`config.mk`:
```
export PLATFORM = sky130hd
export DESIGN_NAME = alu_cmd_ctrl
export DESIGN_NICKNAME = d
export VERILOG_FILES = /design/src/rtl/alu_cmd_ctrl.sv
export SDC_FILE = /design/constraint.sdc
export NUM_CORES = 1
export LEC_CHECK = 0
export CORE_ASPECT_RATIO = 2
export CORE_MARGIN = 2
export CORE_UTILIZATION = 35
export DETAILED_ROUTE_END_ITERATION = 12
export GPL_ROUTABILITY_DRIVEN = 0
export SLEW_MARGIN = 30
export SYNTH_ARGS = -nofsm -noshare
export SYNTH_HDL_FRONTEND = slang
export SYNTH_SLANG_ARGS = --single-unit
```
`constraint.sdc`:
```
create_clock -name CLK -period 1.9 [get_ports CLK]
set_input_delay 0.285 -clock CLK [delete_from_list [all_inputs] [get_ports CLK]]
set_output_delay 0.285 -clock CLK [all_outputs]
set_load 0.03 [all_outputs]
```
`src/rtl/alu_cmd_ctrl.sv`:
```
// alu_cmd_ctrl: parses ALU command frames from the UART RX byte stream,
// drives the ALU until it reports a result (or times out), then sends the
// two result bytes to the UART TX, low byte first.
//   0xCC A B FUN : load both operands and the function code, run the ALU
//   0xDD FUN     : reuse the held operands with a new function code
module alu_cmd_ctrl #(
   parameter int DATA_WIDTH = 8,
   parameter int FUN_WIDTH  = 4,
   parameter int TIMEOUT    = 15
) (
   input  logic                      CLK,
   input  logic                      RST,
   input  logic [DATA_WIDTH-1:0]     RX_P_DATA,
   input  logic                      RX_D_VLD,
   input  logic [2*DATA_WIDTH-1:0]   ALU_OUT,
   input  logic                      ALU_OUT_VLD,
   input  logic                      TX_Busy,
   output logic [DATA_WIDTH-1:0]     ALU_A,
   output logic [DATA_WIDTH-1:0]     ALU_B,
   output logic [FUN_WIDTH-1:0]      ALU_FUN,
   output logic                      Enable_ALU,
   output logic                      Gate_EN,
   output logic [DATA_WIDTH-1:0]     TX_P_DATA,
   output logic                      TX_D_VLD,
   output logic                      Cmd_Err,
   output logic                      Ctrl_Busy
);

   localparam int                    CNT_W     = (TIMEOUT < 1) ? 1 : $clog2(TIMEOUT + 1);
   localparam logic [CNT_W-1:0]      TO_VAL    = CNT_W'(TIMEOUT);
   localparam logic [DATA_WIDTH-1:0] CMD_NEW   = DATA_WIDTH'(8'hCC);
   localparam logic [DATA_WIDTH-1:0] CMD_REUSE = DATA_WIDTH'(8'hDD);

   typedef enum logic [2:0] {
      IDLE,
      GET_A,
      GET_B,
      GET_FUN,
      ALU_RUN,
      SEND_LO,
      WAIT_LO,
      SEND_HI
   } state_t;

   state_t                  r_state;
   logic [CNT_W-1:0]        r_cnt;
   logic [2*DATA_WIDTH-1:0] r_result;

   // Frame sequencer: every output is a register updated alongside the state,
   // so nothing combinational reaches the ports from the inputs.
   always_ff @(posedge CLK or posedge RST) begin
      if (RST) begin
         r_state    <= IDLE;
         r_cnt      <= '0;
         r_result   <= '0;
         ALU_A      <= '0;
         ALU_B      <= '0;
         ALU_FUN    <= '0;
         Enable_ALU <= 1'b0;
         Gate_EN    <= 1'b0;
         TX_P_DATA  <= '0;
         TX_D_VLD   <= 1'b0;
         Cmd_Err    <= 1'b0;
         Ctrl_Busy  <= 1'b0;
      end else begin
         TX_D_VLD <= 1'b0;
         Cmd_Err  <= 1'b0;
         case (r_state)
            IDLE: begin
               if (RX_D_VLD) begin
                  if (RX_P_DATA == CMD_NEW) begin
                     r_state   <= GET_A;
                     Ctrl_Busy <= 1'b1;
                  end else if (RX_P_DATA == CMD_REUSE) begin
                     r_state   <= GET_FUN;
                     Ctrl_Busy <= 1'b1;
                  end
               end
            end
            GET_A: begin
               if (RX_D_VLD) begin
                  ALU_A   <= RX_P_DATA;
                  r_state <= GET_B;
               end
            end
            GET_B: begin
               if (RX_D_VLD) begin
                  ALU_B   <= RX_P_DATA;
                  r_state <= GET_FUN;
               end
            end
            GET_FUN: begin
               if (RX_D_VLD) begin
                  ALU_FUN    <= RX_P_DATA[FUN_WIDTH-1:0];
                  r_cnt      <= '0;
                  Enable_ALU <= 1'b1;
                  Gate_EN    <= 1'b1;
                  r_state    <= ALU_RUN;
               end
            end
            ALU_RUN: begin
               // A valid result takes priority over an expiring timeout
               if (ALU_OUT_VLD) begin
                  r_result   <= ALU_OUT;
                  Enable_ALU <= 1'b0;
                  Gate_EN    <= 1'b0;
                  r_state    <= SEND_LO;
               end else if (r_cnt == TO_VAL) begin
                  Cmd_Err    <= 1'b1;
                  Enable_ALU <= 1'b0;
                  Gate_EN    <= 1'b0;
                  Ctrl_Busy  <= 1'b0;
                  r_state    <= IDLE;
               end else begin
                  r_cnt <= r_cnt + CNT_W'(1);
               end
            end
            SEND_LO: begin
               if (!TX_Busy) begin
                  TX_P_DATA <= r_result[DATA_WIDTH-1:0];
                  TX_D_VLD  <= 1'b1;
                  r_state   <= WAIT_LO;
               end
            end
            WAIT_LO: begin
               // Hold until TX acknowledges the low byte by going busy
               if (TX_Busy) begin
                  r_state <= SEND_HI;
               end
            end
            SEND_HI: begin
               if (!TX_Busy) begin
                  TX_P_DATA <= r_result[2*DATA_WIDTH-1:DATA_WIDTH];
                  TX_D_VLD  <= 1'b1;
                  Ctrl_Busy <= 1'b0;
                  r_state   <= IDLE;
               end
            end
            default: begin
               Enable_ALU <= 1'b0;
               Gate_EN    <= 1'b0;
               Ctrl_Busy  <= 1'b0;
               r_state    <= IDLE;
            end
         endcase
      end
   end

endmodule
```
==> flow_metrics.env, run 1 <==
export IMPL_outcome="completed"
export IMPL_yosysTopAreaCell="dfrtp_1"
export IMPL_p_seq_share_pct=35.0
export IMPL_drv_slew=0
export IMPL_r2r_setup_slack_ps=150
export IMPL_powerDensity_nw_per_um2=1640
export IMPL_ant_nets=0
export IMPL_ctsHoldBuffers=0
export IMPL_p_leak_nw=1.46
export IMPL_n_antenna_cell=0
export IMPL_stdcell_count=364
export IMPL_synth_ff_type="dfrtp_1"
export IMPL_dieHeight_um=121
export IMPL_portBuffers=61
export IMPL_core_rowCount=42
export IMPL_grt_max_degree=56
export IMPL_ys_seq_area_share_pct=57.2
export IMPL_hold_ws_ps=356
export IMPL_cts_buffer_depth=2
export IMPL_crit_type="register to register"
export IMPL_synthArstFlopShare_pct=100
export IMPL_crit_arrival_ps=1940
export IMPL_synthCells=198
export IMPL_first_pass_iters=4
export IMPL_worst_pin_slew_ps=492
export IMPL_drt_initial_drc_count=39
export IMPL_dp_cells=356
export IMPL_design_area_um2=3440
export IMPL_rsz0062_at_grt="no"
export IMPL_maxCapViolCount=0
export IMPL_core_um2=6620
export IMPL_internal_power_mw=3.54
export IMPL_cts_tree="yes"
export IMPL_synth_warnings=0
export IMPL_post_route_drc_count=0
export IMPL_overflow=0
export IMPL_synth_top_area_share_pct=57.2
export IMPL_switching_share_pct=37.2
export IMPL_viasPerCell=4.85
export IMPL_dieArea_um2=7600
export IMPL_multiInputGateArea_um2=965
export IMPL_pwr_share_comb_pct=46.2
export IMPL_die_w_um=62.6
export IMPL_worstPathMaxFanout=6
export IMPL_ys_ff_latch=55
export IMPL_fin_util_pct=51.9
export IMPL_root_buffer="clkbuf_16"
export IMPL_numCtsBuffers=5
export IMPL_syn_area_per_cell_um2=12.2
export IMPL_pre_cts_ws_ps=-68.3
export IMPL_hold_viol=0
export IMPL_synth_fp_nets=228
export IMPL_wl_um=5260
export IMPL_synth_area_top_cells="dfrtp_1 (57%), mux2_1 (9.4%), mux2_2 (6.5%), nand2_1 (3.9%), mux2i_1 (3.3%)"
export IMPL_antenna_found_initial=0
export IMPL_grt_pass1_wl_um=8850
export IMPL_synth_area_um2=2410
export IMPL_dp_hpwl_um=3800
export IMPL_h_tree_depth=2
export IMPL_crit_required_ps=2090
export IMPL_synth_edf_count=0
export IMPL_clk_insertion_delay_late_ps=300
export IMPL_mostFrequentLayoutCells="clkdlybuf4s50_1 (61), dfrtp_1 (55), nand2_1 (25), mux2_1 (20), buf_4 (17)"
export IMPL_endpoint_kind="register"
export IMPL_final_common_cell="clkdlybuf4s50_1"
export IMPL_cts_setup_buffers=0
export IMPL_clock_sinks=55
export IMPL_syn_to_final_growth_pct=42.8
export IMPL_grt_pass1_vias=1803
export IMPL_final_net_count=305
export IMPL_switchingPower_mw=2.10
export IMPL_skew_ps=10.6
export IMPL_grt_usage_pct=15.3
export IMPL_start_kind="register"
export IMPL_fin_crit_sh_pct=92.0
export IMPL_io_pins=62
export IMPL_max_freq_mhz=572
export IMPL_fin_setup_tns_ps=0
export IMPL_final_seq_area_um2=1380
export IMPL_ctsResizeCount=0
export IMPL_cts_clk_slew_worst_paths_ps=70
export IMPL_slew_headroom_pct=67.1
export IMPL_clkPwrFrac_pct=18.8
export IMPL_setup_ws_ps=153
export IMPL_wl_per_cell_um=14.4
export IMPL_placed_cell_area_um2=3260
export IMPL_worstHoldPathType="input pin to asynchronous set/reset pin"
export IMPL_nFillCells=631
export IMPL_yosysUniqueCellTypes=39
export IMPL_setup_viol=0
export IMPL_drive_gt1_share_pct=18.1
export IMPL_finalPower_mw=5.63
export IMPL_fin_crit_ps=1750
export IMPL_vias=1767
export IMPL_start_util_pct=36.4
export IMPL_ir_worst_vdd_mv=0.964
## kinds of logic (layout without fill, tap and decap cells)
kind of cell    after synthesis  in the layout  share of synthesized area, %
flops                        55             55                          57.2
simple gates                 57             57                          12.8
buf+inv                      15             93                          3.12
fa+ha+maj                     1              1                         0.520
compound gates               27             27                          6.76
mux                          42             42                          19.2
xor+xnor                      1              1                         0.364
## flip-flops by register name (all words and copies together), names as in the netlist
signal,count
ALU_A,8
ALU_B,8
ALU_FUN,4
Cmd_Err,1
Ctrl_Busy,1
Gate_EN,1
TX_D_VLD,1
TX_P_DATA,8
r_cnt,4
r_result,16
r_state,3
## per-layer routing
metal  vias up  track usage [%]  share of wire, %
li1        857                -                 -
met1       865             17.4                39
met2        38             26.9                55
met3         7             2.78               3.3
met4         0             7.92               2.3
met5         -                0                 0
## Yosys cell counts (2+ instances only)
master and instances:
dfrtp_1 55, inv_1 4, nand2b_1 2, nand3_1 7, nor3_4 2, buf_2 6, mux2_2 14, clkbuf_1 2
a21oi_1 3, or2_1 2, and3_1 2, nor2_1 5, o21ai_1 3, buf_4 3, nor3_1 2, mux2i_1 8
o21ai_0 13, mux2_1 20, nand2_1 25
## power by group through the flow
stage	clock [mW]	combinational (mW)	sequential (mW)
after floorplan	0	1.04	2.55
after detailed placement	0	2.62	2.00
after global placement	0	2.60	1.99
after CTS	1.10	2.64	1.98
after global routing	1.14	2.80	2.06
final	1.06	2.60	1.97
## cell type report
| cell class | count | share of cell area, % |
|---|---|---|
| clock inverters | 3 | 1.38 |
| multi-input cells | 128 | 28.1 |
| clock buffers | 5 | 3.64 |
| repair buffers | 81 | 23.2 |
| inverters | 4 | 0.437 |
| well taps | 88 | 3.20 |
| flip-flops and latches | 55 | 40.0 |
## critical path: stages, from the launching register on
cell,delay [ps]
dfrtp_1,440
or3b_4,420
nor3_4,180
nor3_1,70
nor3_2,190
mux2_1,330
## worst paths after layout
path	from	endpoint	cells past startpoint
worst max-delay path	r_state[1]	Ctrl_Busy	5
worst min-delay path	RST	TX_P_DATA[3]	3
worst max register to register	r_state[1]	Ctrl_Busy	5
worst min register to register	TX_P_DATA[6]	TX_P_DATA[6]	2
max in group asynchronous	RST	ALU_B[3]	3
min in group CLK	TX_P_DATA[6]	TX_P_DATA[6]	2
(Power assumes the default switching activity.)
==> run 2: changes to the inputs <==
--- a/config.mk
+++ b/config.mk
@@ -10,6 +10,7 @@
 export CORE_UTILIZATION = 35
 export DETAILED_ROUTE_END_ITERATION = 12
 export GPL_ROUTABILITY_DRIVEN = 0
+export SKIP_LAST_GASP = 1
 export SLEW_MARGIN = 30
 export SYNTH_ARGS = -nofsm -noshare
 export SYNTH_HDL_FRONTEND = slang
==> constraint.sdc (replaced) <==
create_clock -name CLK -period 2.15 [get_ports CLK]
set_input_delay 0.3225 -clock CLK [delete_from_list [all_inputs] [get_ports CLK]]
set_output_delay 0.3225 -clock CLK [all_outputs]
set_load 0.03 [all_outputs]
==> flow_metrics.env, run 2 (synthesized netlist as in run 1, its figures left out) <==
export IMPL_grt_pass1_vias=1669
export IMPL_dp_hpwl_um=3870
export IMPL_clock_sinks=55
export IMPL_r2r_start="r_state[1]"
export IMPL_portBuffers=61
export IMPL_r2r_end="Ctrl_Busy"
export IMPL_max_freq_mhz=536
export IMPL_crit_chain="or3b_4 -> nor3_4 -> nor3_1 -> nor3_2 -> mux2_1"
export IMPL_start_kind="register"
export IMPL_viasPerCell=4.83
export IMPL_io_pins=62
export IMPL_p_leak_nw=1.40
export IMPL_cts_buffer_depth=2
export IMPL_worst_pin_slew_ps=582
export IMPL_wl_per_cell_um=14.8
export IMPL_design_area_um2=3330
export IMPL_wl_um=5260
export IMPL_slew_headroom_pct=61.1
export IMPL_hold_viol=0
export IMPL_vias=1720
export IMPL_cts_setup_buffers=0
export IMPL_h_tree_depth=2
export IMPL_finalPower_mw=4.81
export IMPL_drv_slew=0
export IMPL_drt_initial_drc_count=50
export IMPL_grt_max_degree=28
export IMPL_setup_viol=0
export IMPL_powerDensity_nw_per_um2=1440
export IMPL_crit_required_ps=2330
export IMPL_final_common_cell="clkdlybuf4s50_1"
export IMPL_die_w_um=62.6
export IMPL_overflow=0
export IMPL_slowest_stage="dfrtp_1"
export IMPL_maxCapViolCount=0
export IMPL_core_um2=6620
export IMPL_crit_arrival_ps=2050
export IMPL_dieHeight_um=121
export IMPL_start_util_pct=36.4
export IMPL_largest_reg_flops=16
export IMPL_fin_crit_sh_pct=86.8
export IMPL_syn_to_final_growth_pct=38.5
export IMPL_mostFrequentLayoutCells="clkdlybuf4s50_1 (61), dfrtp_1 (55), nand2_1 (25), mux2_1 (20), mux2_2 (14)"
export IMPL_dieArea_um2=7600
export IMPL_ir_worst_vdd_mv=0.917
export IMPL_drive_gt1_share_pct=15.3
export IMPL_grt_usage_pct=14.5
export IMPL_ctsResizeCount=0
export IMPL_fin_setup_tns_ps=0
export IMPL_clk_insertion_delay_late_ps=290
export IMPL_rsz0062_at_grt="no"
export IMPL_grt_pass1_wl_um=8460
export IMPL_outcome="completed"
export IMPL_worstPathMaxFanout=13
export IMPL_post_route_drc_count=0
export IMPL_root_buffer="clkbuf_16"
export IMPL_ant_nets=0
export IMPL_critPathMaxStageDelay_ps=530
export IMPL_r2r_setup_slack_ps=280
export IMPL_crit_type="register to register"
export IMPL_ff2ff_path_depth=5
export IMPL_fin_crit_ps=1870
export IMPL_worstHoldPathType="input pin to asynchronous set/reset pin"
export IMPL_final_net_count=297
export IMPL_endpoint_kind="register"
export IMPL_skew_ps=3.69
export IMPL_antenna_found_initial=0
export IMPL_n_antenna_cell=0
export IMPL_largest_register="r_result"
export IMPL_cts_clk_slew_worst_paths_ps=70
export IMPL_placed_cell_area_um2=3190
export IMPL_core_rowCount=42
export IMPL_first_pass_iters=4
export IMPL_cts_tree="yes"
export IMPL_numCtsBuffers=5
export IMPL_ctsHoldBuffers=0
-- run 2: worst max-delay path by stage --
| stage | cells past startpoint | start | endpoint |
|---|---|---|---|
| after floorplan | 1 | RST | ALU_A[0] |
| after global placement | 6 | RX_P_DATA[2] | r_state[0] |
| after detailed placement | 6 | RX_P_DATA[2] | r_state[0] |
| after CTS | 5 | r_state[1] | Ctrl_Busy |
| after global routing | 5 | r_state[1] | Ctrl_Busy |
| final | 5 | r_state[1] | Ctrl_Busy |
-- run 2: power breakdown --
part | internal, mW | total [mW] | switching (mW)
clock | 0.430 | 0.801 | 0.371
combinational | 1.04 | 2.23 | 1.19
sequential | 1.50 | 1.78 | 0.283
total | 2.97 | 4.81 | 1.85
-- run 2: per-stage QoR --
step                      hold WS [ps]  instances  utilization, %  worst slack (ps)
final                              406        356            50.4               284
after floorplan                    388        198               -               485
after detailed placement           470        348            48.2               121
after global routing               473        356            50.4               174
after global placement             462        348            48.2               137
after CTS                          429        356            50.4               287
-- run 2: layout make-up --
class                           count  area [um2]
Clock buffer                        5         125
Clock inverter                      3        20.0
Fill cell                         628        3290
Inverter                            4        15.0
Multi-Input combinational cell    128         962
Sequential cell                    55        1380
Tap cell                           88         110
Timing Repair Buffer               73         726
-- run 2: layer usage --
metal	vias up	track usage (%)	part of all wire (%)
li1	839	-	-
met1	831	17.0	40
met2	45	25.7	55
met3	5	2.88	4.0
met4	0	5.83	1.8
met5	-	0	0
-- run 2: critical path, delay by kind of cell, from the launching register on --
family	cells	cell delay, ps
flops	1	530
mux	1	330
simple gates	4	880
